**config.mk**
```make
export PLATFORM = sky130hd
export DESIGN_NAME = axi_rd_data_router
export DESIGN_NICKNAME = d
export VERILOG_FILES = /design/src/rtl/axi_rd_data_router.sv
export SDC_FILE = /design/constraint.sdc
export NUM_CORES = 1
export LEC_CHECK = 0
export ABC_AREA = 1
export CAP_MARGIN = 25
export CORE_AREA = 2 2 85 104
export DETAILED_ROUTE_END_ITERATION = 6
export DIE_AREA = 0 0 87 106
export DONT_BUFFER_PORTS = 1
export GPL_TIMING_DRIVEN = 0
export PLACE_DENSITY = 0.51
export SYNTH_ARGS = -nofsm -noshare
export SYNTH_HDL_FRONTEND = slang
export SYNTH_SLANG_ARGS = --single-unit
```
**constraint.sdc**
```tcl
create_clock -name clkk -period 7.4 [get_ports clkk]
set_input_delay 1.48 -clock clkk [delete_from_list [all_inputs] [get_ports clkk]]
set_output_delay 1.48 -clock clkk [all_outputs]
set_load 0.02 [all_outputs]
```
**src/rtl/axi_rd_data_router.sv**
```systemverilog
// axi_rd_data_router: read-data return stage of a 2-master / 2-slave AXI
// read interconnect. Each slave keeps a FIFO of the master IDs of its
// accepted bursts. R beats from a slave are steered, with zero latency, to the
// master at the head of that FIFO. A per-master lock holds the path from the
// first beat of a burst until its RLAST handshake.
// Optional feature: define AXI_RD_RR_ARB_EN for per-master round-robin between
// slaves. Left undefined, slave 0 always wins contention.
module axi_rd_data_router #(
    parameter int DATA_WIDTH = 32,
    parameter int DEPTH      = 4
) (
    input  logic                  clkk,
    input  logic                  resett,
    input  logic                  ar_push_s0,
    input  logic                  ar_mid_s0,
    input  logic                  ar_push_s1,
    input  logic                  ar_mid_s1,
    output logic                  s0_full,
    output logic                  s1_full,
    input  logic                  S0_RVALID,
    input  logic                  S1_RVALID,
    input  logic [DATA_WIDTH-1:0] S0_RDATA,
    input  logic [DATA_WIDTH-1:0] S1_RDATA,
    input  logic [1:0]            S0_RRESP,
    input  logic [1:0]            S1_RRESP,
    input  logic                  S0_RLAST,
    input  logic                  S1_RLAST,
    output logic                  S0_RREADY,
    output logic                  S1_RREADY,
    output logic                  M0_RVALID,
    output logic                  M1_RVALID,
    output logic [DATA_WIDTH-1:0] M0_RDATA,
    output logic [DATA_WIDTH-1:0] M1_RDATA,
    output logic [1:0]            M0_RRESP,
    output logic [1:0]            M1_RRESP,
    output logic                  M0_RLAST,
    output logic                  M1_RLAST,
    input  logic                  M0_RREADY,
    input  logic                  M1_RREADY,
    output logic [1:0]            route_err
);

    localparam int PTR_W = $clog2(DEPTH);
    localparam int CNT_W = PTR_W + 1;

    typedef enum logic [1:0] {
        IDLE    = 2'd0,
        LOCK_S0 = 2'd1,
        LOCK_S1 = 2'd2
    } lock_state_t;

    // Slave-side and master-side signals gathered into indexable form
    logic [1:0]            s_vld;
    logic [1:0]            s_last;
    logic [1:0]            s_rdy;
    logic [DATA_WIDTH-1:0] s_data [2];
    logic [1:0]            s_resp [2];
    logic [1:0]            ar_push;
    logic [1:0]            ar_mid;
    logic [1:0]            m_rdy;
    logic [1:0]            m_vld;
    logic [DATA_WIDTH-1:0] m_data [2];
    logic [1:0]            m_resp [2];
    logic [1:0]            m_last;

    // Ownership FIFO status per slave
    logic [1:0] full_q;
    logic [1:0] empty;
    logic [1:0] head;
    logic [1:0] pop;
    logic [1:0] push_ok;

    // req[s][m]: slave s has a beat for master m
    logic [1:0]  req [2];
    lock_state_t state [2];
    logic [1:0]  gnt_v;
    logic [1:0]  gnt_s;
    logic [1:0]  hs;
    logic [1:0]  beat_last;
    logic [1:0]  pref;

    assign s_vld     = {S1_RVALID, S0_RVALID};
    assign s_last    = {S1_RLAST, S0_RLAST};
    assign s_data[0] = S0_RDATA;
    assign s_data[1] = S1_RDATA;
    assign s_resp[0] = S0_RRESP;
    assign s_resp[1] = S1_RRESP;
    assign ar_push   = {ar_push_s1, ar_push_s0};
    assign ar_mid    = {ar_mid_s1, ar_mid_s0};
    assign m_rdy     = {M1_RREADY, M0_RREADY};

    assign S0_RREADY = s_rdy[0];
    assign S1_RREADY = s_rdy[1];
    assign M0_RVALID = m_vld[0];
    assign M1_RVALID = m_vld[1];
    assign M0_RDATA  = m_data[0];
    assign M1_RDATA  = m_data[1];
    assign M0_RRESP  = m_resp[0];
    assign M1_RRESP  = m_resp[1];
    assign M0_RLAST  = m_last[0];
    assign M1_RLAST  = m_last[1];
    assign s0_full   = full_q[0];
    assign s1_full   = full_q[1];

    for (genvar s = 0; s < 2; s++) begin : g_own
        logic [DEPTH-1:0] mem;
        logic [PTR_W-1:0] wr_ptr;
        logic [PTR_W-1:0] rd_ptr;
        logic [CNT_W-1:0] count;
        logic [CNT_W-1:0] count_nxt;
        logic             full_r;

        assign empty[s]   = (count == '0);
        assign head[s]    = mem[rd_ptr];
        assign full_q[s]  = full_r;
        // A pop on an empty FIFO is a sunk stray beat and must not move pointers
        assign pop[s]     = s_vld[s] & s_rdy[s] & s_last[s] & ~empty[s];
        // A pop in the same cycle frees the slot, so push is allowed even when full
        assign push_ok[s] = ar_push[s] & (~full_r | pop[s]);

        // Occupancy after this cycle's push/pop
        always_comb begin
            count_nxt = count;
            case ({push_ok[s], pop[s]})
                2'b10:   count_nxt = count + CNT_W'(1);
                2'b01:   count_nxt = count - CNT_W'(1);
                default: count_nxt = count;
            endcase
        end

        // Ownership FIFO storage, pointers and registered full flag
        always_ff @(posedge clkk) begin
            if (resett) begin
                wr_ptr <= '0;
                rd_ptr <= '0;
                count  <= '0;
                full_r <= 1'b0;
            end else begin
                if (push_ok[s]) begin
                    mem[wr_ptr] <= ar_mid[s];
                    wr_ptr      <= wr_ptr + PTR_W'(1);
                end
                if (pop[s]) begin
                    rd_ptr <= rd_ptr + PTR_W'(1);
                end
                count  <= count_nxt;
                full_r <= (count_nxt == CNT_W'(DEPTH));
            end
        end
    end

`ifdef AXI_RD_RR_ARB_EN
    logic [1:0] rr_ptr;

    assign pref = rr_ptr;

    // Round-robin preference: move away from a slave once its burst completes
    always_ff @(posedge clkk) begin
        if (resett) begin
            rr_ptr <= 2'b00;
        end else begin
            for (int m = 0; m < 2; m++) begin
                if (hs[m] && beat_last[m] && (gnt_s[m] == rr_ptr[m])) begin
                    rr_ptr[m] <= ~rr_ptr[m];
                end
            end
        end
    end
`else
    assign pref = 2'b00;
`endif

    // Slave requests: valid beat with a known owner; reset masks everything
    always_comb begin
        for (int s = 0; s < 2; s++) begin
            for (int m = 0; m < 2; m++) begin
                req[s][m] = ~resett & s_vld[s] & ~empty[s] & (head[s] == 1'(m));
            end
        end
    end

    // Per-master grant: lock state restricts the source, IDLE arbitrates
    always_comb begin
        for (int m = 0; m < 2; m++) begin
            gnt_v[m] = 1'b0;
            gnt_s[m] = 1'b0;
            case (state[m])
                IDLE: begin
                    if (req[0][m] && req[1][m]) begin
                        gnt_v[m] = 1'b1;
                        gnt_s[m] = pref[m];
                    end else if (req[0][m]) begin
                        gnt_v[m] = 1'b1;
                        gnt_s[m] = 1'b0;
                    end else if (req[1][m]) begin
                        gnt_v[m] = 1'b1;
                        gnt_s[m] = 1'b1;
                    end
                end
                LOCK_S0: begin
                    gnt_v[m] = req[0][m];
                    gnt_s[m] = 1'b0;
                end
                LOCK_S1: begin
                    gnt_v[m] = req[1][m];
                    gnt_s[m] = 1'b1;
                end
                default: begin
                    gnt_v[m] = 1'b0;
                    gnt_s[m] = 1'b0;
                end
            endcase
        end
    end

    // Zero-latency R path muxing and ready return; orphan beats are sunk
    always_comb begin
        for (int m = 0; m < 2; m++) begin
            m_vld[m]     = gnt_v[m];
            m_data[m]    = gnt_v[m] ? s_data[gnt_s[m]] : '0;
            m_resp[m]    = gnt_v[m] ? s_resp[gnt_s[m]] : 2'b00;
            m_last[m]    = gnt_v[m] & s_last[gnt_s[m]];
            hs[m]        = gnt_v[m] & m_rdy[m];
            beat_last[m] = gnt_v[m] & s_last[gnt_s[m]];
        end
        for (int s = 0; s < 2; s++) begin
            s_rdy[s] = ~resett & s_vld[s] & empty[s];
            for (int m = 0; m < 2; m++) begin
                if (gnt_v[m] && (gnt_s[m] == 1'(s))) begin
                    s_rdy[s] = m_rdy[m];
                end
            end
        end
    end

    // Protocol errors: dropped push on a full FIFO, or a beat with no owner
    always_comb begin
        for (int s = 0; s < 2; s++) begin
            route_err[s] = ~resett &
                           ((ar_push[s] & full_q[s] & ~pop[s]) | (s_vld[s] & empty[s]));
        end
    end

    // Lock FSM per master; a stalled first beat also locks so the grant cannot move
    always_ff @(posedge clkk) begin
        if (resett) begin
            for (int m = 0; m < 2; m++) begin
                state[m] <= IDLE;
            end
        end else begin
            for (int m = 0; m < 2; m++) begin
                case (state[m])
                    IDLE: begin
                        if (gnt_v[m] && !(hs[m] && beat_last[m])) begin
                            state[m] <= gnt_s[m] ? LOCK_S1 : LOCK_S0;
                        end
                    end
                    LOCK_S0, LOCK_S1: begin
                        if (hs[m] && beat_last[m]) begin
                            state[m] <= IDLE;
                        end
                    end
                    default: state[m] <= IDLE;
                endcase
            end
        end
    end

endmodule

```
==> impl_metrics.env, run 1 <==
export IMPL_synth_cell_types=27
export IMPL_grt_max_degree=16
export IMPL_fin_area_sq_um=2994
export IMPL_syn_nets=525
export IMPL_yosys_warnings=0
export IMPL_nets=530
export IMPL_ys_seq_area_share_pct=23.55
export IMPL_slowest_stage="o21ai_0"
export IMPL_hold_viol_final=0
export IMPL_synth_top_area_share_pct=15.39
export IMPL_drive_above_1_share_pct=10.77
export IMPL_setup_tns_ns=0
export IMPL_finalMaxSlewViolations=0
export IMPL_cap_violations=0
export IMPL_fp_dieH_um=106
export IMPL_pin_count=158
export IMPL_tritoncts="done"
export IMPL_final_cells=529
export IMPL_rsz0062_at_grt="false"
export IMPL_fp_dieW_um=87
export IMPL_peakVddDrop_mv=0.1193
export IMPL_ant_nets=0
export IMPL_cts_setup_buffers=0
export IMPL_dp_hpwl_um=7464
export IMPL_synth_edff_count=10
export IMPL_vias=2767
export IMPL_grt_pass1_vias=2525
export IMPL_initial_utilization_pct=33.85
export IMPL_status="completed"
export IMPL_clock_skew_ns=0.005556
export IMPL_cp_end_kind="primary output"
export IMPL_setup_viol=0
export IMPL_antenna_found_initial=6
export IMPL_clock_sinks=28
export IMPL_path_cells="inv_2 > buf_6 > nand3_1 > nor2_2 > nand3_2 > nand2_4 > inv_2 > nand3_4 > nand2_2 > nand2_1 > nand2_2 > nand2_4 > nand2_4 > o21ai_0"
export IMPL_fin_crit_sh_pct=64.66
export IMPL_grt_usage_pct=17.87
export IMPL_n_fill_cell=917
export IMPL_rows=37
export IMPL_yosysMostFrequentCell="inv_1"
export IMPL_synth_flop_cell="dfxtp_1"
export IMPL_regArea_sq_um=660.6
export IMPL_powerDensity_nw_per_um2=165.2
export IMPL_globalRouteOverflowTotal=0
export IMPL_multiInputGateArea_sq_um=1627
export IMPL_yosys_area_top_type="o22ai_1"
export IMPL_critical_path_arrival_ns=3.30
export IMPL_avgSynthCellArea_sq_um=6.632
export IMPL_ys_top_cells_by_area="o22ai_1 15%, inv_1 15%, dfxtp_1 13%"
export IMPL_htreeDepth=1
export IMPL_clk_latency_ns=0.28
export IMPL_period_minus_slack_ns=4.785
export IMPL_syn_to_final_growth_pct=6.735
export IMPL_clk_pin_slew_ns=0.09
export IMPL_die_area_sq_um=9222
export IMPL_dp_cells=520
export IMPL_crit_top_cell="nand2_4"
export IMPL_clockRootBuffer="clkbuf_8"
export IMPL_netlist_area_sq_um=2805
export IMPL_critPathBufInv=3
export IMPL_post_drt_wl_per_cell_um=16.93
export IMPL_postCtsHoldBufs=0
export IMPL_cp_top_family="simple AND/OR/NAND/NOR gates"
export IMPL_async_flop_share_pct=0
export IMPL_numCtsBuffers=3
export IMPL_slowest_delay_ns=0.54
export IMPL_io_buffers=0
export IMPL_max_freq_mhz=209.0
export IMPL_min_path_type="flop to flop"
export IMPL_path_class="primary input to primary output"
export IMPL_routed_via_density=5.231
export IMPL_place_congestion=0.8275
export IMPL_slew_headroom_pct=56.54
export IMPL_grt_pass1_wl_um=12590
export IMPL_synth_common_cells="113 x inv_1, 69 x o22ai_1, 57 x nand2_1"
export IMPL_drt_first_iter_violations=135
export IMPL_cts_resized=0
export IMPL_clockBufferDepth=2
export IMPL_netlist_instances=423
export IMPL_dr_pass1_iters=7
export IMPL_placed_area_sq_um=2927
export IMPL_required_ns=5.92
export IMPL_leakage_uw=0.001482
export IMPL_core_sq_um=8287
export IMPL_wirelength_um=8954
export IMPL_ys_ff_latch=28
export IMPL_drc=0
export IMPL_cp_max_fo=10
export IMPL_tightestPinTransition_ns=0.6451
export IMPL_crit_path_start_kind="primary input"
-- logic make-up after synthesis --
group                      share of synthesized area [%]
adders and majority gates                          10.35
xor gates and xnor gates                          0.6246
DFF                                                23.55
and+or+nand+nor                                    27.30
buffers and inverters                              18.47
AOI/OAI and AO/OA                                  19.71
-- report_power, final --
part           total [uW]  switching, uW  leakage [uW]  internal (uW)
clock                94.7           47.0     0.0000288           47.7
combinational         216            160       0.00121           55.3
sequential            185           12.4      0.000241            172
total                 495            220       0.00148            275
-- area by class of cell --
class,count,share of cell area [%]
multi-input cells,260,54.33
flip-flops and latches,28,22.06
inverters,121,15.17
well taps,97,4.053
plain buffers,14,2.131
clock buffers,4,1.839
diodes,5,0.4179
-- sequential cells by signal, indices dropped and copies added (netlist names) --
name          cells
g_own.count       6
g_own.rd_ptr      4
s1_full           1
state             4
s0_full           1
g_own.wr_ptr      4
g_own.mem         8
-- metrics by stage --
step / utilization (%) / setup WS [ns] / hold WS [ns] / total power (uW)
2_1_floorplan: - / 2.848 / 0.4785 / 363.0
3_3_place_gp: 35.32 / 2.569 / 0.5033 / 400.5
3_5_place_dp: 35.32 / 2.564 / 0.5130 / 403.3
4_1_cts: 35.98 / 2.562 / 0.5279 / 498.7
5_1_grt: 35.98 / 2.396 / 0.5675 / 527.8
6_report: 36.13 / 2.615 / 0.5228 / 494.8
-- routing by layer --
metal  GRT usage, %  vias up  wire, um
met4          5.915        2       204
li1               -     1388         -
met2          32.39      128      4272
met1          16.94     1232      3337
met3          9.317       17      1126
met5              0        -        13
-- worst min-delay path, delay by kind of cell, from the launching register on --
kind	cells	cell delay (ns)
DFF	1	0.36
AOI/OAI and AO/OA	1	0.06
and+or+nand+nor	1	0.08
-- cells in the final DEF, fill, tap and decap left out --
cell type	instances
nor2_2	7
edfxtp_1	10
clkbuf_1	10
clkbuf_8	4
o21ai_1	3
dfxtp_1	18
a21oi_2	1
diode_2	5
buf_2	3
a21oi_1	10
ha_1	20
buf_6	1
nand2_2	5
and3_1	2
xor2_1	2
nand4_1	7
nor2_1	31
o211ai_1	1
fa_1	2
inv_2	8
nand2_1	57
inv_1	113
o22ai_1	69
o21ai_0	8
nand2_4	5
nand3_1	18
nor3_2	1
nand3_4	5
nand3_2	6
-- path summary, 6_finish.rpt --
| kind | startpoint | end | slack (ns) | cells after the start |
|---|---|---|---|---|
| worst max-delay path | resett | route_err[0] | 2.62 | 14 |
| worst min-delay path | g_own[1].rd_ptr[1]$_SDFFE_PP0P_ | g_own[1].rd_ptr[1]$_SDFFE_PP0P_ | 0.52 | 2 |
| worst max register to register | g_own[1].rd_ptr[0]$_SDFFE_PP0P_ | s0_full$_SDFF_PP0_ | 4.32 | 25 |
| worst min register to register | g_own[1].rd_ptr[1]$_SDFFE_PP0P_ | g_own[1].rd_ptr[1]$_SDFFE_PP0P_ | 0.52 | 2 |
(Power assumes the default switching activity.)
==> run 2: changes to the inputs <==
--- a/config.mk
+++ b/config.mk
@@ -5,11 +5,11 @@
 export SDC_FILE = /design/constraint.sdc
 export NUM_CORES = 1
 export LEC_CHECK = 0
-export ABC_AREA = 1
+export ABC_AREA = 0
 export CAP_MARGIN = 25
-export CORE_AREA = 2 2 85 104
+export CORE_AREA = 2 2 83 100
 export DETAILED_ROUTE_END_ITERATION = 6
-export DIE_AREA = 0 0 87 106
+export DIE_AREA = 0 0 85 102
 export DONT_BUFFER_PORTS = 1
 export GPL_TIMING_DRIVEN = 0
 export PLACE_DENSITY = 0.51
==> constraint.sdc (replaced) <==
create_clock -name clkk -period 4.9 [get_ports clkk]
set_input_delay 0.98 -clock clkk [delete_from_list [all_inputs] [get_ports clkk]]
set_output_delay 0.98 -clock clkk [all_outputs]
set_load 0.02 [all_outputs]
==> impl_metrics.env, run 2 <==
export IMPL_max_freq_mhz=241.8
export IMPL_worst_slack_ns=0.7652
export IMPL_ys_top_cells_by_area="a22o_1 23%, dfxtp_1 14%, edfxtp_1 11%"
export IMPL_cp_end_kind="primary output"
export IMPL_routed_via_density=6.048
export IMPL_clock_skew_ns=0.01274
export IMPL_layout_common_cells="69 x a22o_1, 31 x nor2_1, 20 x inv_1, 20 x ha_1, 18 x dfxtp_1"
export IMPL_cap_violations=0
export IMPL_dp_hpwl_um=7135
export IMPL_finalMaxSlewViolations=0
export IMPL_powerDensity_nw_per_um2=230.3
export IMPL_tightestPinTransition_ns=0.8679
export IMPL_fin_crit_sh_pct=84.38
export IMPL_syn_to_final_growth_pct=6.090
export IMPL_fp_dieW_um=85
export IMPL_clockBufferDepth=2
export IMPL_rows=35
export IMPL_drt_first_iter_violations=66
export IMPL_yosys_area_top_type="a22o_1"
export IMPL_globalRouteOverflowTotal=0
export IMPL_leakage_uw=0.001058
export IMPL_cts_setup_buffers=0
export IMPL_cp_max_fo=10
export IMPL_drc=0
export IMPL_fin_area_sq_um=2790
export IMPL_nets=404
export IMPL_synth_top_area_share_pct=22.98
export IMPL_required_ns=3.92
export IMPL_synth_flop_cell="dfxtp_1"
export IMPL_placed_area_sq_um=2745
export IMPL_synth_edff_count=10
export IMPL_clockRootBuffer="clkbuf_8"
export IMPL_finalPower_uw=642.5
export IMPL_grt_pass1_vias=2398
export IMPL_holdPathStages=1
export IMPL_clock_sinks=28
export IMPL_r2r_slack_ns=1.15
export IMPL_worst_hold_startpoint="g_own[1].rd_ptr[1]$_SDFFE_PP0P_"
export IMPL_rsz0062_at_grt="false"
export IMPL_wirelength_um=8511
export IMPL_numCtsBuffers=3
export IMPL_min_to="g_own[1].rd_ptr[1]$_SDFFE_PP0P_"
export IMPL_antenna_found_initial=0
export IMPL_multiInputGateArea_sq_um=1819
export IMPL_ys_seq_area_share_pct=25.12
export IMPL_pre_cts_slack_ns=0.8453
export IMPL_grt_use_met2_pct=35.52
export IMPL_grt_use_met1_pct=18.48
export IMPL_regArea_sq_um=660.6
export IMPL_ant_nets=0
export IMPL_synth_top_family_by_area="compound AO/OA/AOI/OAI gates"
export IMPL_ys_ff_latch=28
export IMPL_slew_headroom_pct=41.64
export IMPL_netlist_instances=297
export IMPL_clk_pin_slew_ns=0.10
export IMPL_synth_simple_area_share_pct=16.98
export IMPL_yosysMostFrequentCell="a22o_1"
export IMPL_n_antenna_cell=0
export IMPL_cts_resized=0
export IMPL_netlist_area_sq_um=2630
export IMPL_status="completed"
export IMPL_pin_count=158
export IMPL_peakVddDrop_mv=0.1253
export IMPL_min_path_type="flop to flop"
export IMPL_post_route_util_pct=36.41
export IMPL_avgSynthCellArea_sq_um=8.855
export IMPL_layout_commonest_cell="a22o_1"
export IMPL_r2r_cells=15
export IMPL_clk_latency_ns=0.28
export IMPL_core_sq_um=7664
export IMPL_synth_compound_area_share_pct=33.30
export IMPL_regMostFlops="g_own.mem"
export IMPL_io_buffers=0
export IMPL_initial_utilization_pct=34.32
export IMPL_critical_path_arrival_ns=3.15
export IMPL_r2r_start="g_own[0].rd_ptr[0]$_SDFFE_PP0P_"
export IMPL_fp_dieH_um=102
export IMPL_largest_reg_flops=8
export IMPL_path_class="flop to primary output"
export IMPL_grt_busiest_layer="met2"
export IMPL_syn_nets=399
export IMPL_crit_path_start_kind="flop"
export IMPL_async_flop_share_pct=0
export IMPL_vias=2377
export IMPL_tritoncts="done"
export IMPL_synth_fa_ha_area_share_pct=11.04
export IMPL_grt_max_degree=16
export IMPL_period_minus_slack_ns=4.135
export IMPL_place_congestion=0.7728
export IMPL_grt_pass1_wl_um=12830
export IMPL_n_fill_cell=822
export IMPL_postCtsHoldBufs=0
export IMPL_synthMuxAreaShare_pct=4.520
export IMPL_grt_usage_pct=18.97
export IMPL_htreeDepth=1
export IMPL_setup_tns_ns=0
export IMPL_use_met3_pct=8.805
export IMPL_drive_above_1_share_pct=4.983
export IMPL_r2r_end="s1_full$_SDFF_PP0_"
export IMPL_largest_registers="g_own.mem (8), g_own.count (6)"
export IMPL_synth_common_cells="69 x a22o_1, 31 x nor2_1, 20 x ha_1, 20 x inv_1, 18 x dfxtp_1"
export IMPL_synth_cell_types=53
export IMPL_synthXorXnorAreaFrac_pct=3.330
export IMPL_post_drt_wl_per_cell_um=21.66
export IMPL_die_area_sq_um=8670
export IMPL_yosys_warnings=0
export IMPL_hold_viol_final=0
export IMPL_setup_viol=0
export IMPL_dr_pass1_iters=4
## run 2: cell types whose count changed in the layout (fill, tap and decap cells not counted), moves of 6 or more
| cell | before | now |
|---|---|---|
| inv_1 | 113 | 20 |
| a22o_1 | 0 | 69 |
| o22ai_1 | 69 | 1 |
| nand2_1 | 57 | 12 |
| and2_1 | 0 | 11 |
| nand3_1 | 18 | 9 |
| inv_2 | 8 | 0 |
| nor2_2 | 7 | 0 |
| nand3_2 | 6 | 0 |
| nand4_1 | 7 | 1 |
| o21ai_0 | 8 | 2 |
## run 2: how the worst max path moves through the flow
stage	slack, ns	cells after the start	to	startpoint
after floorplan	1.25	15	s1_full$_SDFF_PP0_	resett
after global placement	0.93	12	s0_full$_SDFF_PP0_	resett
after detailed placement	0.85	12	s0_full$_SDFF_PP0_	resett
after CTS	0.75	6	M1_RDATA[13]	g_own[0].count[1]$_SDFF_PP0_
after global routing	0.52	6	M1_RDATA[13]	g_own[0].count[1]$_SDFF_PP0_
final	0.77	6	M1_RDATA[13]	g_own[0].count[1]$_SDFF_PP0_
## run 2: kinds of logic after synthesis
family	after synthesis
flip-flops	28
multiplexers	8
AO/OA/AOI/OAI	105
XOR/XNOR	10
adder cells (fa/ha/maj)	22
AND/OR/NAND/NOR	86
buffers and inverters	38
## run 2: area by class of cell
class / instances / area share, %
clock buffer: 4 / 1.614
sequential: 28 / 23.68
tap: 92 / 4.126
buffer: 17 / 2.556
multi-input combinational: 231 / 65.20
inverter: 21 / 2.825
## run 2: metrics by stage
| stage | hold WS (ns) | instances |
|---|---|---|
| after global routing | 0.5015 | 393 |
| after global placement | 0.4616 | 389 |
| after detailed placement | 0.4687 | 389 |
| after CTS | 0.4896 | 393 |
| final | 0.4815 | 393 |
| after floorplan | 0.4417 | 297 |
## run 2: power by group
group	internal [uW]	total (uW)	leakage (uW)	switching (uW)
registers	256	271	0.000241	14.9
logic	79.7	240	0.000795	161
clock network	58.5	132	0.0000228	73.1
## run 2: metal layers
layer  vias to the layer above  share of wire, %
li1                       1119                 -
met1                      1120                34
met2                       126                51
met3                        12                13
met4                         0               2.0
met5                         -                 0
## run 2: worst max-delay path, stage by stage, from the launching register on
cell and delay [ns]:
dfxtp_1 0.35, nor3_1 0.71, nor4b_2 0.18, a211o_1 0.36
nor2_1 0.46, clkbuf_1 0.45, a22o_1 0.36
==> run 3: changes to the inputs <==
==> constraint.sdc (replaced) <==
create_clock -name clkk -period 4.2 [get_ports clkk]
set_input_delay 0.84 -clock clkk [delete_from_list [all_inputs] [get_ports clkk]]
set_output_delay 0.84 -clock clkk [all_outputs]
set_load 0.02 [all_outputs]
==> impl_metrics.env, run 3 (synthesized netlist as in run 2, its figures left out) <==
export IMPL_status="completed"
export IMPL_n_antenna_cell=0
export IMPL_globalRouteOverflowTotal=0
export IMPL_clock_skew_ns=0.01274
export IMPL_seqPwrFrac_pct=42.1
export IMPL_fp_dieH_um=102
export IMPL_r2r_end="s1_full$_SDFF_PP0_"
export IMPL_drc=0
export IMPL_ant_nets=0
export IMPL_initial_utilization_pct=34.32
export IMPL_required_ns=3.36
export IMPL_peakVddDrop_mv=0.1461
export IMPL_leakage_uw=0.001059
export IMPL_dr_pass1_iters=4
export IMPL_syn_to_final_growth_pct=6.280
export IMPL_clk_pin_slew_ns=0.10
export IMPL_pin_count=158
export IMPL_place_congestion=0.7728
export IMPL_rsz0062_at_grt="false"
export IMPL_grt_pass1_wl_um=12830
export IMPL_netSwitchingFraction_pct=38.68
export IMPL_vias=2372
export IMPL_clk_latency_ns=0.28
export IMPL_comb_power_share_pct=37.4
export IMPL_dp_hpwl_um=7135
export IMPL_slew_headroom_pct=41.64
export IMPL_crit_path_start_kind="flop"
export IMPL_routed_via_density=6.036
export IMPL_post_drt_wl_per_cell_um=21.60
export IMPL_io_buffers=0
export IMPL_setup_tns_ns=0
export IMPL_clock_sinks=28
export IMPL_tritoncts="done"
export IMPL_setup_viol=0
export IMPL_layout_common_cells="69 x a22o_1, 31 x nor2_1, 20 x inv_1, 20 x ha_1, 18 x dfxtp_1"
export IMPL_wirelength_um=8489
export IMPL_largest_reg_flops=8
export IMPL_drive_above_1_share_pct=5.316
export IMPL_largest_registers="g_own.mem (8), g_own.count (6)"
export IMPL_cp_max_fo=10
export IMPL_rows=35
export IMPL_nets=404
export IMPL_r2r_start="g_own[0].rd_ptr[0]$_SDFFE_PP0P_"
export IMPL_regMostFlops="g_own.mem"
export IMPL_path_class="flop to primary output"
export IMPL_internal_power_uw=460.0
export IMPL_cp_end_kind="primary output"
export IMPL_n_fill_cell=822
export IMPL_drt_first_iter_violations=69
export IMPL_cap_violations=0
export IMPL_core_sq_um=7664
export IMPL_die_area_sq_um=8670
export IMPL_critical_path_arrival_ns=3.11
export IMPL_tightestPinTransition_ns=0.8679
export IMPL_worst_hold_startpoint="g_own[1].rd_ptr[1]$_SDFFE_PP0P_"
export IMPL_fp_dieW_um=85
export IMPL_r2r_slack_ns=0.44
export IMPL_postCtsHoldBufs=0
export IMPL_antenna_found_initial=0
export IMPL_powerDensity_nw_per_um2=268.4
export IMPL_period_minus_slack_ns=3.947
export IMPL_power_switching_uw=290.1
export IMPL_min_to="g_own[1].rd_ptr[1]$_SDFFE_PP0P_"
export IMPL_hold_slack_ns=0.4814
export IMPL_layout_commonest_cell="a22o_1"
export IMPL_hold_viol_final=0
export IMPL_fin_crit_sh_pct=93.97
export IMPL_grt_usage_pct=18.97
export IMPL_min_path_type="flop to flop"
export IMPL_r2r_cells=15
export IMPL_htreeDepth=1
export IMPL_grt_pass1_vias=2398
export IMPL_grt_max_degree=16
export IMPL_max_freq_mhz=253.4
export IMPL_numCtsBuffers=3
export IMPL_finalMaxSlewViolations=0
export IMPL_p_clk_share_pct=20.5
export IMPL_clockRootBuffer="clkbuf_8"
export IMPL_clockBufferDepth=2
export IMPL_holdPathStages=1
==> run 3: cell type report <==
| cell class | count | area [sq um] | share of cell area (%) |
|---|---|---|---|
| Tap cell | 92 | 115.1 | 4.118 |
| Clock buffer | 4 | 45.04 | 1.611 |
| Inverter | 21 | 78.83 | 2.820 |
| Buffer | 17 | 71.32 | 2.551 |
| Multi-Input combinational cell | 231 | 1824 | 65.26 |
| Sequential cell | 28 | 660.6 | 23.63 |
==> run 3: how the worst max path moves through the flow <==
stage	to	from	cells past startpoint	slack (ns)
floorplan	s1_full$_SDFF_PP0_	resett	15	0.69
global placement	s0_full$_SDFF_PP0_	resett	12	0.37
detailed placement	s0_full$_SDFF_PP0_	resett	12	0.29
CTS	M1_RDATA[13]	g_own[0].count[1]$_SDFF_PP0_	6	0.19
global route	M1_RDATA[13]	g_own[0].rd_ptr[0]$_SDFFE_PP0P_	6	0.07
finish	M1_RDATA[11]	g_own[0].rd_ptr[0]$_SDFFE_PP0P_	6	0.25
==> run 3: through the flow <==
step / instance area (sq um) / utilization, % / total power, uW / std cells / setup slack (ns)
2_1_floorplan: 2630 / - / 554.7 / 297 / 0.6857
3_3_place_gp: 2745 / 35.82 / 600.8 / 389 / 0.3718
3_5_place_dp: 2745 / 35.82 / 601.8 / 389 / 0.2853
4_1_cts: 2790 / 36.41 / 756.5 / 393 / 0.1936
5_1_grt: 2795 / 36.47 / 797.9 / 393 / 0.07408
6_report: 2795 / 36.47 / 750.1 / 393 / 0.2534
==> run 3: per-layer routing <==
layer  share of wire [%]  vias up  GRT usage, %
met2                  51      122         35.52
met1                  34     1118         18.48
li1                    -     1120             -
met5                   0        -             0
met4                 2.0        0         5.983
met3                  13       12         8.805
==> run 3: repair_timing <==
action | 4_1_cts | 5_1_grt
buffers inserted | 0 | 0
resized for setup | 0 | 1
endpoints found under the setup margin | 0 | 8
==> run 3: worst max-delay path: stages, from the launching register on <==
cell and delay [ns]:
dfxtp_1 0.40, mux4_2 0.61, nor4b_2 0.23, a211o_1 0.34
nor2_1 0.47, clkbuf_1 0.44, a22o_1 0.35
==> run 3: power groups by stage <==
stage	registers [uW]	logic, uW	clock network, uW
after floorplan	318	237	0
after global placement	322	279	0
after detailed placement	323	279	0
after CTS	316	281	160
after global routing	320	312	166
final	316	280	154
